## src/rtl/dmem_arbiter_if.sv

```systemverilog
// Data-memory arbiter bus bundle: CPU port, DMA port and the single-port
// memory side, all grouped so the arbiter takes one interface port.
//   slave  : the arbiter's view (requests in, grants/data/memory drive out)
//   master : the environment's view (CPU, DMA engine and memory model)
interface dmem_arbiter_if;
  // CPU port
  logic        cpu_valid;
  logic [14:0] cpu_addr;
  logic        cpu_we;
  logic [15:0] cpu_din;
  logic [15:0] cpu_dout;
  logic        cpu_stall;
  // DMA port
  logic        dma_req;
  logic [14:0] dma_addr;
  logic        dma_we;
  logic [15:0] dma_din;
  logic        dma_lock;
  logic        dma_gnt;
  logic [15:0] dma_rdata;
  logic        dma_rvalid;
  logic        lock_abort;
  // single-port memory, asynchronous read
  logic [14:0] mem_addr;
  logic        mem_we;
  logic [15:0] mem_din;
  logic [15:0] mem_dout;

  modport slave (
    input  cpu_valid, cpu_addr, cpu_we, cpu_din,
    input  dma_req, dma_addr, dma_we, dma_din, dma_lock,
    input  mem_dout,
    output cpu_dout, cpu_stall,
    output dma_gnt, dma_rdata, dma_rvalid, lock_abort,
    output mem_addr, mem_we, mem_din
  );

  modport master (
    output cpu_valid, cpu_addr, cpu_we, cpu_din,
    output dma_req, dma_addr, dma_we, dma_din, dma_lock,
    output mem_dout,
    input  cpu_dout, cpu_stall,
    input  dma_gnt, dma_rdata, dma_rvalid, lock_abort,
    input  mem_addr, mem_we, mem_din
  );
endinterface

```

## src/rtl/dmem_arbiter.sv

```systemverilog
// Two-port arbiter in front of a single-port data memory.
// The CPU normally wins; a DMA port that has waited STARVE_LIMIT cycles is
// forced one slot. The DMA may lock the memory for multi-cycle ownership,
// bounded to LOCK_MAX cycles, after which the lock is force-released and
// lock_abort pulses.
// Ports:
//   clk, reset : clock, synchronous active-high reset
//   bus        : dmem_arbiter_if.slave (CPU port, DMA port, memory port)
// Upper half of the address space (addr[14]=1) is unmapped: writes there are
// granted but not performed, reads return zero.
module dmem_arbiter #(
  parameter int STARVE_LIMIT = 8,
  parameter int LOCK_MAX     = 64
) (
  input  logic           clk,
  input  logic           reset,
  dmem_arbiter_if.slave  bus
);
  localparam int WW = $clog2(STARVE_LIMIT + 1);
  localparam int LW = $clog2(LOCK_MAX + 1);
  localparam logic [WW-1:0] WAIT_SAT = WW'(STARVE_LIMIT);
  localparam logic [LW-1:0] LOCK_END = LW'(LOCK_MAX);

  typedef enum logic {ARB, LOCK} state_t;

  state_t        state, state_nxt;
  logic [WW-1:0] wait_cnt;
  logic [LW-1:0] lock_cnt;
  logic          lock_block;   // set by a forced release until dma_lock drops
  logic          cpu_win, dma_win, stall;
  logic          starve, force_rel, lock_enter;
  logic [15:0]   rdata_q;
  logic          rvalid_q, abort_q;

  assign starve     = bus.dma_req && (wait_cnt == WAIT_SAT);
  // Budget exhausted while the DMA still holds the lock. A simultaneous
  // dma_lock drop is a normal release instead.
  assign force_rel  = (state == LOCK) && bus.dma_lock && (lock_cnt == LOCK_END);
  assign lock_enter = (state == ARB) && dma_win && bus.dma_lock && !lock_block;

  // state register
  always_ff @(posedge clk) begin
    if (reset) state <= ARB;
    else       state <= state_nxt;
  end

  // next state
  always_comb begin
    state_nxt = state;
    case (state)
      ARB:     if (lock_enter) state_nxt = LOCK;
      LOCK:    if (!bus.dma_lock || (lock_cnt == LOCK_END)) state_nxt = ARB;
      default: state_nxt = ARB;
    endcase
  end

  // grant decision
  always_comb begin
    cpu_win = 1'b0;
    dma_win = 1'b0;
    stall   = 1'b0;
    case (state)
      ARB: begin
        if (bus.cpu_valid && !starve) cpu_win = 1'b1;
        else if (bus.dma_req)         dma_win = 1'b1;
        stall = bus.cpu_valid && !cpu_win;
      end
      LOCK: begin
        if (!bus.dma_lock) begin
          // release cycle: only an uncontended DMA access goes through
          dma_win = bus.dma_req && !bus.cpu_valid;
          stall   = bus.cpu_valid;
        end else if (force_rel) begin
          // entry grant plus LOCK_MAX-1 locked cycles used the budget;
          // this cycle is handed back to the CPU
          cpu_win = bus.cpu_valid;
          dma_win = bus.dma_req && !bus.cpu_valid;
        end else begin
          dma_win = bus.dma_req;
          stall   = bus.cpu_valid;
        end
      end
      default: ;
    endcase
    if (reset) begin
      cpu_win = 1'b0;
      dma_win = 1'b0;
      stall   = 1'b0;
    end
  end

  // counters, lock bookkeeping and DMA read return
  always_ff @(posedge clk) begin
    if (reset) begin
      wait_cnt   <= '0;
      lock_cnt   <= '0;
      lock_block <= 1'b0;
      rdata_q    <= '0;
      rvalid_q   <= 1'b0;
      abort_q    <= 1'b0;
    end else begin
      if (dma_win || force_rel)
        wait_cnt <= '0;
      else if (bus.dma_req && (wait_cnt != WAIT_SAT))
        wait_cnt <= wait_cnt + 1'b1;

      if (lock_enter)
        lock_cnt <= {{(LW-1){1'b0}}, 1'b1};
      else if (state == LOCK)
        lock_cnt <= (state_nxt == LOCK) ? lock_cnt + 1'b1 : '0;

      if (!bus.dma_lock) lock_block <= 1'b0;
      else if (force_rel) lock_block <= 1'b1;

      abort_q  <= force_rel;
      rvalid_q <= dma_win && !bus.dma_we;
      if (dma_win && !bus.dma_we)
        rdata_q <= bus.dma_addr[14] ? 16'h0000 : bus.mem_dout;
    end
  end

  assign bus.mem_addr   = dma_win ? bus.dma_addr : bus.cpu_addr;
  assign bus.mem_din    = dma_win ? bus.dma_din  : bus.cpu_din;
  assign bus.mem_we     = (cpu_win && bus.cpu_we && !bus.cpu_addr[14]) ||
                          (dma_win && bus.dma_we && !bus.dma_addr[14]);
  assign bus.cpu_dout   = bus.cpu_addr[14] ? 16'h0000 : bus.mem_dout;
  assign bus.cpu_stall  = stall;
  assign bus.dma_gnt    = dma_win;
  assign bus.dma_rdata  = rdata_q;
  assign bus.dma_rvalid = rvalid_q;
  assign bus.lock_abort = abort_q;
endmodule

```

## src/flat_wrapper.sv

```systemverilog
// flat-port wrapper written by rule: the top's interface ports become plain ports
module dmem_arbiter_flat 
#(
  parameter int STARVE_LIMIT = 8,
  parameter int LOCK_MAX     = 64
)
  (clk, reset, bus_cpu_valid, bus_cpu_addr, bus_cpu_we, bus_cpu_din, bus_dma_req, bus_dma_addr, bus_dma_we, bus_dma_din, bus_dma_lock, bus_mem_dout, bus_cpu_dout, bus_cpu_stall, bus_dma_gnt, bus_dma_rdata, bus_dma_rvalid, bus_lock_abort, bus_mem_addr, bus_mem_we, bus_mem_din);
  dmem_arbiter_if bus_i ();
  input  logic clk;
  input  logic reset;
  input wire logic [$bits(bus_i.cpu_valid)-1:0] bus_cpu_valid;
  input wire logic [$bits(bus_i.cpu_addr)-1:0] bus_cpu_addr;
  input wire logic [$bits(bus_i.cpu_we)-1:0] bus_cpu_we;
  input wire logic [$bits(bus_i.cpu_din)-1:0] bus_cpu_din;
  input wire logic [$bits(bus_i.dma_req)-1:0] bus_dma_req;
  input wire logic [$bits(bus_i.dma_addr)-1:0] bus_dma_addr;
  input wire logic [$bits(bus_i.dma_we)-1:0] bus_dma_we;
  input wire logic [$bits(bus_i.dma_din)-1:0] bus_dma_din;
  input wire logic [$bits(bus_i.dma_lock)-1:0] bus_dma_lock;
  input wire logic [$bits(bus_i.mem_dout)-1:0] bus_mem_dout;
  output wire logic [$bits(bus_i.cpu_dout)-1:0] bus_cpu_dout;
  output wire logic [$bits(bus_i.cpu_stall)-1:0] bus_cpu_stall;
  output wire logic [$bits(bus_i.dma_gnt)-1:0] bus_dma_gnt;
  output wire logic [$bits(bus_i.dma_rdata)-1:0] bus_dma_rdata;
  output wire logic [$bits(bus_i.dma_rvalid)-1:0] bus_dma_rvalid;
  output wire logic [$bits(bus_i.lock_abort)-1:0] bus_lock_abort;
  output wire logic [$bits(bus_i.mem_addr)-1:0] bus_mem_addr;
  output wire logic [$bits(bus_i.mem_we)-1:0] bus_mem_we;
  output wire logic [$bits(bus_i.mem_din)-1:0] bus_mem_din;
  assign bus_i.cpu_valid = bus_cpu_valid;
  assign bus_i.cpu_addr = bus_cpu_addr;
  assign bus_i.cpu_we = bus_cpu_we;
  assign bus_i.cpu_din = bus_cpu_din;
  assign bus_i.dma_req = bus_dma_req;
  assign bus_i.dma_addr = bus_dma_addr;
  assign bus_i.dma_we = bus_dma_we;
  assign bus_i.dma_din = bus_dma_din;
  assign bus_i.dma_lock = bus_dma_lock;
  assign bus_i.mem_dout = bus_mem_dout;
  assign bus_cpu_dout = bus_i.cpu_dout;
  assign bus_cpu_stall = bus_i.cpu_stall;
  assign bus_dma_gnt = bus_i.dma_gnt;
  assign bus_dma_rdata = bus_i.dma_rdata;
  assign bus_dma_rvalid = bus_i.dma_rvalid;
  assign bus_lock_abort = bus_i.lock_abort;
  assign bus_mem_addr = bus_i.mem_addr;
  assign bus_mem_we = bus_i.mem_we;
  assign bus_mem_din = bus_i.mem_din;
  dmem_arbiter #(.STARVE_LIMIT(STARVE_LIMIT), .LOCK_MAX(LOCK_MAX)) u_core (.clk(clk), .reset(reset), .bus(bus_i));
endmodule
```

## config.mk

```make
export PLATFORM = sky130hd
export DESIGN_NAME = dmem_arbiter_flat
export DESIGN_NICKNAME = d
export VERILOG_FILES = /design/src/rtl/dmem_arbiter_if.sv /design/src/rtl/dmem_arbiter.sv /design/src/flat_wrapper.sv
export SDC_FILE = /design/constraint.sdc
export NUM_CORES = 1
export LEC_CHECK = 0
export CAP_MARGIN = 15
export CORE_ASPECT_RATIO = 0.8
export CORE_UTILIZATION = 34
export CTS_CLUSTER_DIAMETER = 60
export DETAILED_ROUTE_END_ITERATION = 6
export PLACE_DENSITY = 0.82
export SETUP_SLACK_MARGIN = 0.05
export SLEW_MARGIN = 5
export SYNTH_ARGS = -nofsm -noshare
export SYNTH_HDL_FRONTEND = slang
export SYNTH_SLANG_ARGS = --single-unit
```

## constraint.sdc

```tcl
create_clock -name clk -period 3.1 [get_ports clk]
set_input_delay 0.62 -clock clk [delete_from_list [all_inputs] [get_ports clk]]
set_output_delay 0.62 -clock clk [all_outputs]
set_load 0.01 [all_outputs]
```

== Word level (Yosys, flattened, before mapping) ==
Cells that the tools add are included.
Word-level totals
  flip-flop bits (word level): 31
  latch bits: 0
  RAM bits: 0
  memory bits (read-only): 0
  input bits: 85
  output and inout port bits: 68
  logic and storage cells: 71
  memories kept: 0
Operators by class
  $add $sub $neg: 2
  $mul: 0
  divide/modulo/power cells: 0
  magnitude comparators: 0
  eq/ne operators: 3
  shift-type cells: 0
  mux-type cells: 26
  bitwise operators: 2
  reductions and logical operators: 30
Operators with widths (number)
  $mux 16: 3
  $mux 1: 17
  $logic_and 1x1->1: 15
  $mux 15: 1
  $logic_not 1->1: 8
  $pmux 1 s2: 4
  $add 7x1->7 const B: 1
  $eq 7x7->1 const B: 1
  $mux 7: 1
  $reduce_or 2->1: 3
  $add 4x1->4 const B: 1
  $eq 4x4->1 const B: 1
  $ne 4x4->1 const B: 1
  $logic_or 1x1->1: 3
  $not 1->1: 2
  $reduce_bool 2->1: 1

== Longest topological paths before layout ==
  depth in word-level cells: 15
  depth in mapped cells: 8
  gate-level depth less buffers: 6

== Worst setup path before layout ==
Ideal clock, no wire load.
  kind: reg2out
  start: reg u_core.lock_cnt[2]
  end: out bus_mem_addr[0]
  arrival time: 1.844 ns
  required time: 2.480 ns
  setup slack: 0.636 ns
  stages on the path, launching flop included: 6
  path buffers: 1
  cells stage by stage: dfxtp_1 > or4b_4 > o21ba_4 > o21ai_4 > buf_6 > mux2_1
On the way
  cells in the longest elaborated chain, start to end: 7
RTL lines
  start, declared: RTL line dmem_arbiter.sv:28  | logic [LW-1:0] lock_cnt;
  start signal, assigned: RTL line dmem_arbiter.sv:108  | lock_cnt <= {{(LW-1){1'b0}}, 1'b1};
  start signal, assigned: RTL line dmem_arbiter.sv:110  | lock_cnt <= (state_nxt == LOCK) ? lock_cnt + 1'b1 : '0;
  $eq 7x7->1: RTL line dmem_arbiter.sv:38  | assign force_rel = (state == LOCK) && bus.dma_lock && (lock_cnt == LOCK_END);
  $logic_and 1x1->1: RTL line dmem_arbiter.sv:38
  $mux 1: RTL line dmem_arbiter.sv:73  | end else if (force_rel) begin
  $mux 1: RTL line dmem_arbiter.sv:69  | if (!bus.dma_lock) begin
  $pmux 1 s2: RTL line dmem_arbiter.sv:62  | case (state)
  $mux 1: RTL line dmem_arbiter.sv:85  | if (reset) begin
  $mux 15: RTL line dmem_arbiter.sv:122  | assign bus.mem_addr = dma_win ? bus.dma_addr : bus.cpu_addr;
  end, declared: RTL line flat_wrapper.sv:27  | output wire logic [$bits(bus_i.mem_addr)-1:0] bus_mem_addr;
No other way between the ends.

== Final worst setup path ==
  start: reg u_core.lock_cnt[3]
  end: out bus_mem_din[0]
On the way
  cells in the longest elaborated chain, start to end: 7
RTL lines
  $eq 7x7->1: RTL line dmem_arbiter.sv:38
  $logic_and 1x1->1: RTL line dmem_arbiter.sv:38
  $mux 1: RTL line dmem_arbiter.sv:73
  $mux 1: RTL line dmem_arbiter.sv:69
  $pmux 1 s2: RTL line dmem_arbiter.sv:62
  $mux 1: RTL line dmem_arbiter.sv:85
  $mux 16: RTL line dmem_arbiter.sv:123  | assign bus.mem_din = dma_win ? bus.dma_din : bus.cpu_din;
  end, declared: RTL line flat_wrapper.sv:29  | output wire logic [$bits(bus_i.mem_din)-1:0] bus_mem_din;
No other way between the ends.

==> metrics.txt <==
sequential-to-total area share from yosys stat=0.308; critical path arrival=between 2 and 2.5 ns; CP startpoint kind=flip-flop; vias per cell=between 4 and 5; vias in the first global route=~2,300; Crit Path Max Fanout=10; # fillers=approximately 470; Die W=slightly below 90 µm; area leader, netlist=dfxtp_1; Leak=1.50 nW; die height=70.9 µm; via count=between 2,000 and 2,500; critical path data required time=between 2 and 2.5 ns; reg-to-reg endpoint=u_core.bus.dma_rdata[4]; Core Area=roughly 5600 µm²; RR Startpoint=u_core.lock_cnt[3]; largest net degree at the start of global routing=32; Die Footprint=between 6000 and 7000 µm²; worst min-delay path category=flip-flop to flip-flop; port buffer count=152; Compound-Gate Fraction of Synth Area=0.0739; Critical Path End Type=output pin; Clock Path Buffers=2; WP buf/inv=3; clk_skew=about 0.0073 ns; synth cell count leaders=dfxtp_1 (31), mux2_1 (27), nand2_1 (22); gr ovfl total=0; Setup crit end=bus_mem_din[0]; slew margin rel.=0.368; CTS H-tree lvls=2; CTS sink cnt=31; Synth async-reset ratio=0; crit path cell chain=or4b_4, o21ba_4, o21ai_4, buf_12, buf_16, mux2_2, buf_2; RSZ-0062 raised after global routing=false; slowest cell on the critical path=or4b_4; post-cts hold buffer count=0; f_max=between 0.3 and 0.4 GHz; Wirelength per Cell=16.0 µm; first-pass GRT wire length=11,400 µm; total track usage=0.241; Yosys top cell area share=0.308; R2R setup slack=between 1 and 1.5 ns; Synth Area in Adders=0.0248; Clk Latency, worst-skew pair=between 0.2 and 0.3 ns; Worst Slack Setup Final=~0.13 ns; clk slew on worst S/H paths=roughly 0.07 ns; CTS tree=built; prevailing post-synth register cell=dfxtp_1; Mapped Nets=between 300 and 400; critical path type=flip-flop to output pin; Tmin final=~3 ns; Synth Cell Area=just over 2000 µm²; Synth area leaders=dfxtp_1 (31%), mux2_1 (15%), mux2i_1 (7.9%), nand2b_1 (5.9%), nor2b_1 (5.3%); First DRT Iteration DRCs=between 50 and 60; Register-to-Register Path Depth=6; Antenna diodes=0; HPWL after detailed placement=5810 µm; Least-Margin Pin Slew=roughly 0.94 ns; Synth Area in XOR/XNOR=0.0304; Finish-stage setup viols=0; flops & latches, synth=31; residual DRC count=0; synth warn=0; most frequent cell after synthesis=dfxtp_1; CTS root buf=clkbuf_8; Routed WL=around 7500 µm; worst-case vdd ir drop=about 260 µV; Setup crit start=u_core.lock_cnt[3]; share of layout cells above drive strength 1=0.196; Pwr Density=a little over 300 nW/µm²; post-place setup slack=-0.149 ns; antenna-violating nets left=0; Final Max Tran Viols=0; crit-path max cell delay=0.55 ns; outcome=completed; mux contribution to synthesized area=0.253; Initial Util=0.361; 1st-pass router iterations=4; final net count=476; Cell variety after synth=39; main combinational cell family by area after synthesis=multiplexers; max-cap viol count=0; dpl cell area=roughly 3700 µm²; EDFF count, synth=0; Hold Fails Final Rpt=0; RePlAce Congestion=0.824; post-synthesis simple-gate area fraction=0.246; instance count on the critical path=7; syn_area_per_cell=about 9.2 µm²; cell family with most CP delay=simple AND/OR/NAND/NOR gates; initial antenna violation count=0; area delta synth->final=85.0%; fin crit share=0.957; Rows=24; CTS buffer count=5; design area=between 3000 and 4000 µm²; Post-Synthesis Cells=between 200 and 250; I/O pin cnt=153
## cell type report
| class | instances | area [µm²] | share of cell area |
|---|---|---|---|
| repair buffers | 172 | 1570 | 0.422 |
| multi-input cells | 167 | 1280 | 0.344 |
| flip-flops and latches | 31 | 622 | 0.167 |
| well taps | 78 | 97.6 | 0.0262 |
| clock buffers | 6 | 82.6 | 0.0221 |
| inverters | 10 | 37.5 | 0.0101 |
| clock inverters | 2 | 35.0 | 0.00939 |
## metrics by stage
| stage | hold WS (ns) | total power [mW] | TNS (ns) | util | instances |
|---|---|---|---|---|---|
| after global routing | 0.482 | 1.21 | 0 | 0.668 | 466 |
| final | 0.475 | 1.15 | 0 | 0.668 | 466 |
| after CTS | 0.476 | 1.18 | 0 | 0.687 | 466 |
| after floorplan | 0.455 | 0.548 | 0 | - | 220 |
| after detailed placement | 0.459 | 0.775 | -2.90 | 0.654 | 451 |
| after global placement | 0.457 | 0.771 | -0.890 | 0.654 | 451 |
## how the worst min path moves through the flow
stage                             startpoint                  endpoint  slack [ns]  cells past startpoint
global placement     u_core.bus.dma_rdata[3]   u_core.bus.dma_rdata[3]        0.46                      2
floorplan                  u_core.lock_block         u_core.lock_block        0.45                      2
detailed placement  u_core.bus.dma_rdata[15]  u_core.bus.dma_rdata[15]        0.46                      2
finish              u_core.bus.dma_rdata[12]  u_core.bus.dma_rdata[12]        0.47                      2
CTS                  u_core.bus.dma_rdata[0]   u_core.bus.dma_rdata[0]        0.48                      2
global route         u_core.bus.dma_rdata[9]   u_core.bus.dma_rdata[9]        0.48                      2
## logic make-up after synthesis
family / after synthesis
mux: 47
compound gates: 18
simple gates: 91
xor+xnor: 7
flops: 31
buf+inv: 22
fa+ha+maj: 4
## where the power goes
part	total (mW)	switching (mW)	internal (mW)
registers	0.414	0.00644	0.407
logic	0.337	0.129	0.209
clock network	0.403	0.144	0.260
## flip-flops by register name, summed over array words and instances (netlist names)
signal	flops
u_core.bus.dma_rvalid	1
u_core.bus.lock_abort	1
u_core.state	1
u_core.bus.dma_rdata	16
u_core.wait_cnt	4
u_core.lock_cnt	7
u_core.lock_block	1
## cells in the final DEF, fill, tap and decap left out, drive strengths merged, types with 2 or more instances in the layout
cell | netlist | layout
o21ai | 2 | 2
nor2 | 11 | 11
xnor2 | 3 | 3
nor2b | 17 | 17
a21oi | 5 | 5
nand2b | 19 | 19
nand2 | 22 | 22
buf | 5 | 39
clkbuf | 7 | 18
nand3 | 3 | 3
mux2 | 31 | 31
xor2 | 4 | 4
and4 | 2 | 2
clkdlybuf4s50 | 0 | 119
inv | 10 | 10
mux2i | 16 | 16
dfxtp | 31 | 31
nand3b | 2 | 2
ha | 4 | 4
nor3 | 9 | 9
## layer usage
metal,global-route usage,up-vias,share of wire
met5,0,-,0
met4,0.0520,0,0.010
met3,0.0735,8,0.090
met2,0.469,81,0.51
met1,0.251,1034,0.39
li1,-,1093,-
## worst reg2reg max path: stages (launching register included)
cell	delay, ns
dfxtp_2	0.34
or4b_4	0.55
o21ba_4	0.22
buf_4	0.14
o211a_1	0.20
buf_4	0.22
mux2i_1	0.16
## what timing repair did
| action | CTS | global route |
|---|---|---|
| cloned | 1 | 0 |
| buffers inserted | 6 | 0 |
| resized for setup | 94 | 31 |
| hold endpoints to repair | 0 | 0 |
| pin swaps | 2 | 1 |
| setup endpoints to repair | 31 | 28 |
Note: power is estimated with default switching activity, not from simulation.
